**config.mk**
```make
export PLATFORM = sky130hd
export DESIGN_NAME = enigma_seq
export DESIGN_NICKNAME = d
export VERILOG_FILES = /design/src/rtl/enigma_pkg.sv /design/src/rtl/enigma_seq_ascii_letter_map.sv /design/src/rtl/enigma_seq.sv
export SDC_FILE = /design/constraint.sdc
export NUM_CORES = 1
export LEC_CHECK = 0
export ABC_AREA = 1
export CORE_ASPECT_RATIO = 1.25
export CORE_MARGIN = 10
export CORE_UTILIZATION = 46
export DETAILED_ROUTE_END_ITERATION = 12
export PLACE_DENSITY = 0.91
export SLEW_MARGIN = 20
export SYNTH_ARGS = -nofsm -noshare
export SYNTH_HDL_FRONTEND = slang
export SYNTH_HIERARCHICAL = 1
export SYNTH_SLANG_ARGS = --single-unit
```
**constraint.sdc**
```tcl
create_clock -name clk -period 1.81 [get_ports clk]
set_input_delay 0.362 -clock clk [delete_from_list [all_inputs] [get_ports clk]]
set_output_delay 0.362 -clock clk [all_outputs]
set_load 0.005 [all_outputs]
```
**src/rtl/enigma_pkg.sv**
```systemverilog
// enigma_pkg: shared types and constants for the Enigma character sequencer.
// Holds the FSM state enum, ASCII anchors, the letter-index type and
// helpers for validating rotor start positions.
package enigma_pkg;

  // Sequencer states
  typedef enum logic [2:0] {
    IDLE = 3'd0,
    LOAD = 3'd1,
    SEND = 3'd2,
    WAIT = 3'd3,
    EMIT = 3'd4
  } state_t;

  // Letter index 0..25 ('A'..'Z')
  typedef logic [4:0] letter_idx_t;

  localparam logic [7:0] ASCII_A       = 8'h41;
  localparam logic [7:0] ASCII_Z       = 8'h5A;
  localparam logic [7:0] ASCII_LOWER_A = 8'h61;
  localparam logic [7:0] ASCII_LOWER_Z = 8'h7A;
  localparam int         NUM_LETTERS   = 26;

  // True when a rotor position names a real letter
  function automatic logic pos_in_range(input letter_idx_t p);
    return (int'(p) < NUM_LETTERS);
  endfunction

  // Out-of-range rotor positions collapse to 'A' (0)
  function automatic letter_idx_t sanitize_pos(input letter_idx_t p);
    letter_idx_t r;
    if (pos_in_range(p)) begin
      r = p;
    end else begin
      r = 5'd0;
    end
    return r;
  endfunction

endpackage

```
**src/rtl/enigma_seq_ascii_letter_map.sv**
```systemverilog
// ascii_letter_map: combinational classifier from an ASCII byte to
// {is_letter, letter index}. Lowercase folds onto the same index as its
// uppercase counterpart so the core only ever sees 0..25.
module ascii_letter_map
  import enigma_pkg::*;
(
  input  logic [7:0]  i_byte,
  output logic        o_is_letter,
  output letter_idx_t o_index
);

  logic w_is_upper;
  logic w_is_lower;

  assign w_is_upper = (i_byte >= ASCII_A) && (i_byte <= ASCII_Z);
  assign w_is_lower = (i_byte >= ASCII_LOWER_A) && (i_byte <= ASCII_LOWER_Z);

  // Classify the byte and derive its case-folded letter index
  always_comb begin
    o_is_letter = 1'b0;
    o_index     = 5'd0;
    if (w_is_upper) begin
      o_is_letter = 1'b1;
      o_index     = letter_idx_t'(i_byte - ASCII_A);
    end else if (w_is_lower) begin
      o_is_letter = 1'b1;
      o_index     = letter_idx_t'(i_byte - ASCII_LOWER_A);
    end else begin
      o_is_letter = 1'b0;
      o_index     = 5'd0;
    end
  end

endmodule

```
**src/rtl/enigma_seq.sv**
```systemverilog
// enigma_seq: byte-stream sequencer in front of an Enigma rotor core.
// Accepts ASCII bytes, steps the core once per letter, returns the
// enciphered letter as uppercase ASCII, and loads rotor start positions.
// Optional feature macro: ENIGMA_PASSTHRU_EN -- when defined, non-letter
// bytes are forwarded unchanged; otherwise they are accepted and dropped.
module enigma_seq
  import enigma_pkg::*;
(
  input  logic        clk,
  input  logic        rst,
  input  logic [7:0]  s_data,
  input  logic        s_valid,
  output logic        s_ready,
  output logic [7:0]  m_data,
  output logic        m_valid,
  input  logic        m_ready,
  input  logic        cfg_valid,
  input  logic [4:0]  cfg_pos1,
  input  logic [4:0]  cfg_pos2,
  input  logic [4:0]  cfg_pos3,
  output logic        cfg_err,
  output logic [4:0]  core_char,
  output logic        core_valid,
  output logic        core_load,
  output logic [4:0]  core_pos1,
  output logic [4:0]  core_pos2,
  output logic [4:0]  core_pos3,
  input  logic [4:0]  core_char_out,
  input  logic        core_valid_out,
  output logic [15:0] char_cnt
);

  state_t      r_state;
  state_t      w_next_state;

  logic [7:0]  r_m_data;
  logic        r_m_valid;
  logic [4:0]  r_core_char;
  logic        r_core_valid;
  logic        r_core_load;
  logic [4:0]  r_core_pos1;
  logic [4:0]  r_core_pos2;
  logic [4:0]  r_core_pos3;
  logic        r_cfg_err;
  logic [15:0] r_char_cnt;
  logic        r_is_letter;

  logic        w_is_letter;
  letter_idx_t w_index;
  logic        w_s_ready;
  logic        w_accept;
  logic        w_load_go;
  logic        w_cfg_bad;
  logic        w_emit_done;

  ascii_letter_map u_map (
    .i_byte      (s_data),
    .o_is_letter (w_is_letter),
    .o_index     (w_index)
  );

  // Input is only taken in IDLE, and a pending load request wins over data
  assign w_s_ready   = rst && (r_state == IDLE) && !cfg_valid;
  assign w_accept    = w_s_ready && s_valid;
  assign w_load_go   = (w_next_state == LOAD);
  assign w_emit_done = (r_state == EMIT) && m_ready;
  assign w_cfg_bad   = !pos_in_range(cfg_pos1) || !pos_in_range(cfg_pos2) ||
                       !pos_in_range(cfg_pos3);

  // State register
  always_ff @(posedge clk) begin
    if (!rst) begin
      r_state <= IDLE;
    end else begin
      r_state <= w_next_state;
    end
  end

  // Next-state decision
  always_comb begin
    w_next_state = r_state;
    case (r_state)
      IDLE: begin
        if (cfg_valid) begin
          w_next_state = LOAD;
        end else if (s_valid) begin
          if (w_is_letter) begin
            w_next_state = SEND;
          end else begin
`ifdef ENIGMA_PASSTHRU_EN
            w_next_state = EMIT;
`else
            w_next_state = IDLE;
`endif
          end
        end else begin
          w_next_state = IDLE;
        end
      end
      LOAD: w_next_state = IDLE;
      SEND: w_next_state = WAIT;
      WAIT: begin
        if (core_valid_out) begin
          w_next_state = EMIT;
        end else begin
          w_next_state = WAIT;
        end
      end
      EMIT: begin
        if (m_ready) begin
          w_next_state = IDLE;
        end else begin
          w_next_state = EMIT;
        end
      end
      default: w_next_state = IDLE;
    endcase
  end

  // Strobes are registered from the next state so each lasts exactly one state
  always_ff @(posedge clk) begin
    if (!rst) begin
      r_core_valid <= 1'b0;
      r_core_load  <= 1'b0;
      r_m_valid    <= 1'b0;
      r_cfg_err    <= 1'b0;
    end else begin
      r_core_valid <= (w_next_state == SEND);
      r_core_load  <= w_load_go;
      r_m_valid    <= (w_next_state == EMIT);
      r_cfg_err    <= w_load_go && w_cfg_bad;
    end
  end

  // Sanitised rotor positions captured when a load is launched
  always_ff @(posedge clk) begin
    if (!rst) begin
      r_core_pos1 <= 5'd0;
      r_core_pos2 <= 5'd0;
      r_core_pos3 <= 5'd0;
    end else if (w_load_go) begin
      r_core_pos1 <= sanitize_pos(cfg_pos1);
      r_core_pos2 <= sanitize_pos(cfg_pos2);
      r_core_pos3 <= sanitize_pos(cfg_pos3);
    end else begin
      r_core_pos1 <= r_core_pos1;
      r_core_pos2 <= r_core_pos2;
      r_core_pos3 <= r_core_pos3;
    end
  end

  // Letter index and letter/non-letter tag for the byte in flight
  always_ff @(posedge clk) begin
    if (!rst) begin
      r_core_char <= 5'd0;
      r_is_letter <= 1'b0;
    end else if (w_accept) begin
      r_is_letter <= w_is_letter;
      if (w_is_letter) begin
        r_core_char <= w_index;
      end else begin
        r_core_char <= r_core_char;
      end
    end else begin
      r_core_char <= r_core_char;
      r_is_letter <= r_is_letter;
    end
  end

  // Output byte: core result as uppercase ASCII, or a forwarded non-letter
  always_ff @(posedge clk) begin
    if (!rst) begin
      r_m_data <= 8'h00;
    end else if ((r_state == WAIT) && core_valid_out) begin
      r_m_data <= ASCII_A + {3'b000, core_char_out};
`ifdef ENIGMA_PASSTHRU_EN
    end else if (w_accept && !w_is_letter) begin
      r_m_data <= s_data;
`endif
    end else begin
      r_m_data <= r_m_data;
    end
  end

  // Enciphered-letter counter: cleared on load, saturates at all-ones
  always_ff @(posedge clk) begin
    if (!rst) begin
      r_char_cnt <= 16'd0;
    end else if (w_load_go) begin
      r_char_cnt <= 16'd0;
    end else if (w_emit_done && r_is_letter && (r_char_cnt != 16'hFFFF)) begin
      r_char_cnt <= r_char_cnt + 16'd1;
    end else begin
      r_char_cnt <= r_char_cnt;
    end
  end

  assign s_ready    = w_s_ready;
  assign m_data     = r_m_data;
  assign m_valid    = r_m_valid;
  assign cfg_err    = r_cfg_err;
  assign core_char  = r_core_char;
  assign core_valid = r_core_valid;
  assign core_load  = r_core_load;
  assign core_pos1  = r_core_pos1;
  assign core_pos2  = r_core_pos2;
  assign core_pos3  = r_core_pos3;
  assign char_cnt   = r_char_cnt;

endmodule

```
==> summary.md <==
| Metric | Value |
|---|---|
| Worst endpoint required time | 1.45 ns |
| Post-synth EDFFs | 0 |
| Port Buf Inserts | 81 |
| Die area | 0.008850 mm2 |
| Max-cap viol count | 0 |
| DRT Wirelength | 7.117 mm |
| Hold_sp | core_pos3[1]$_SDFFE_PN0N_ |
| Mapped Area | 0.002517 mm2 |
| Vias per cell | 4.952 |
| Dpl hpwl | 5.790 mm |
| First-pass GRT wire length | 11.90 mm |
| Worst Setup Path Type | reg -> out |
| R2r setup slk | 0.25 ns |
| Synth top area share | 40.56% |
| Area after DPL | 0.003535 mm2 |
| P&R area growth vs syn | 45.23% |
| Reg-to-Reg Start | char_cnt[1]$_SDFFE_PP0P_ |
| Final count of hold timing violations | 0 |
| Final Critical Period | 1.714 ns |
| Setup Slack @ Placement | -0.3920 ns |
| Actual slew at the worst max-slew pin | 0.5167 ns |
| Gr ovfl total | 0 |
| DRC Markers | 0 |
| First-pass DRT Iterations | 4 |
| Boundary pin count | 83 |
| Slew headroom | 65.40% |
| Initial Util | 46.90% |
| Ys Warns | 6 |
| Crit end category | output port |
| Placer congestion estimate | 0.8800 |
| Cell with the most instances after synthesis | nand2_1 |
| Post-CTS Repair Setup Buffers | 0 |
| Clock buffer count from CTS | 5 |
| Setup ws final | 0.09580 ns |
| Crit-path max FO | 6 |
| Antenna cell count | 0 |
| Critical path's slowest cell | clkdlybuf4s50_1 |
| Status | finished clean |
| Total Nets Final | 494 |
| Yosys reg bits | 51 |
| Clock slew at reported path FFs | 0.09 ns |
| GRT Total Usage | 16.45% |
| Share of layout cells above drive strength 1 | 14.04% |
| Max Fclk | 0.5834 GHz |
| Die height | 102.7 um |
| Final setup violation count | 0 |
| Reg-to-Reg End | char_cnt[15]$_SDFFE_PP0P_ |
| Max clock buf depth | 2 |
| Post-Layout Inst Area | 0.003656 mm2 |
| Post-synth top area cell | dfxtp_1 |
| Vias | 2575 |
| Worst Hold Class | reg -> reg |
| Root Buffer | clkbuf_8 |
| Post-DRT Antenna Nets | 0 |
| Clock Latency Late Sink | 0.30 ns |
| # rows | 30 |
| WHS Path Cells | 2 |
| Synth Area per Inst | 7.131 um2 |
| Core Area | 0.005368 mm2 |
| Synth unique cells | 30 |
| Final worst-path cycle share | 94.71% |
| Clk_skew | 0.003375 ns |
| Vias in the first global route | 2668 |
| Power density cells | 596.7 mW/mm2 |
| Hold-critical path endpoint | core_pos3[1]$_SDFFE_PN0N_ |
| Routed WL per cell | 13.69 um |
| Startpoint Class | flop |
| H-tree depth | 2 |
| Worst EP arrival | 1.35 ns |
| Dpl cells | 512 |
| Cells on worst reg2reg path | 8 |
| Worst Path Buf+Inv | 1 |
| CTS Sinks | 51 |
| Delay of the slowest critical-path stage | 0.57 ns |
| DIE WIDTH | 86.17 um |
| Final Non-Filler Cells | 520 |
| Post-synth ARST share | 0% |
| Syn nets | 392 |
| Initial antenna violation count | 0 |
| Crit-path cells | clkdlybuf4s50_1 |
| VDD IR max | 0.0003818 V |
| Synth top cells by count | nand2_1, dfxtp_1, nand3_1, nor2_1, inv_1 |
| Final Max Slew Viols | 0 |
| Largest net degree at the start of global routing | 18 |
| Ys flop type | dfxtp_1 |
| CTS tree | built |
| Leakage | 1.472 nW |
| Sequential-to-total area share from yosys stat | 40.56% |
| Largest cells by area after synthesis | dfxtp_1, nand2_1, nand3_1, a21oi_1, nor2_1 |
| Starting DRT DRC Count | 89 |
| Post-Synthesis Cells | 353 |
| RSZ-0062 raised after global routing | false |
| CP top delay family | buffers and inverters |
## repair_timing
action                                  in CTS  in global routing
endpoints found under the setup margin       6                  9
pin swaps                                    1                  2
hold buffers                                 0                  0
resized for setup                            5                  9
## power by group
part | leakage, nW | internal [W] | switching (W)
Sequential | 0.413 | 0.00115 | 0.0000147
Clock | 0.0515 | 0.000349 | 0.000355
Combinational | 1.01 | 0.000174 | 0.000137
Total | 1.47 | 0.00167 | 0.000507
## worst max path at each step
stage	startpoint	end	slack (ns)	cells past startpoint
after CTS	s_data[1]	core_char[2]$_SDFFE_PN0P_	0.003	15
final	char_cnt[2]$_SDFFE_PP0P_	char_cnt[2]	0.1	1
after global placement	rst	s_ready	-0.30	4
after global routing	char_cnt[2]$_SDFFE_PP0P_	char_cnt[2]	0.04	1
after detailed placement	s_data[0]	core_char[0]$_SDFFE_PN0P_	-0.39	15
after floorplan	s_data[1]	core_char[0]$_SDFFE_PN0P_	0.11	14
## stage by stage
stage	total power [W]	hold slack [ns]	utilization [%]	setup TNS [ns]
final	0.002182	0.4520	68.11	0
after global routing	0.002271	0.4768	68.11	0
after CTS	0.002199	0.4557	67.88	0
after detailed placement	0.001502	0.4381	65.85	-3.062
after global placement	0.001493	0.4356	65.85	-2.205
after floorplan	0.001300	0.4433	-	0
## final cells by class
| cell class | count | area, um2 |
|---|---|---|
| clock buffer | 8 | 100.1 |
| fill | 480 | 1712 |
| inverter | 31 | 116.4 |
| multi-input combinational | 263 | 1350 |
| sequential | 51 | 1021 |
| tap | 64 | 80.08 |
| timing repair buffer | 103 | 988.4 |
## sequential cells by signal, summed over array words and instances (netlist names)
| name | count |
|---|---|
| char_cnt | 16 |
| m_data | 7 |
| core_char | 5 |
| core_pos1 | 5 |
| core_pos2 | 5 |
| core_pos3 | 5 |
| r_state | 3 |
| cfg_err | 1 |
| core_load | 1 |
| core_valid | 1 |
| m_valid | 1 |
| r_is_letter | 1 |
## kinds of logic after synthesis
family / Yosys count / share of synthesized area (%)
AND/OR/NAND/NOR: 204 / 36.68
XOR/XNOR: 12 / 4.175
adder cells (fa/ha/maj): 5 / 2.485
AO/OA/AOI/OAI: 41 / 9.294
flip-flops: 51 / 40.56
buffers and inverters: 39 / 6.660
other: 1 / 0.1490
## placed cells by master, fill, tap and decap left out, types with 4 or more instances in the layout
cell               n
clkdlybuf4s50_1   78
nand2_2            5
clkbuf_8           7
inv_2              5
buf_4             20
nand2_1          114
nor2_1            28
inv_1             26
nor2_4             4
xnor2_1            5
nand3_1           32
nand4_1            5
a21oi_1           23
o21ai_0            7
nor2_2            10
xor2_1             7
ha_1               4
dfxtp_1           51
## metal layers
layer  GRT usage [%]  part of all wire, %
met1           15.43                   36
met2           31.23                   54
met3           4.901                  6.4
met4           8.503                  3.9
met5               0                    0
No activity file was read; power rests on OpenSTA's default activity.
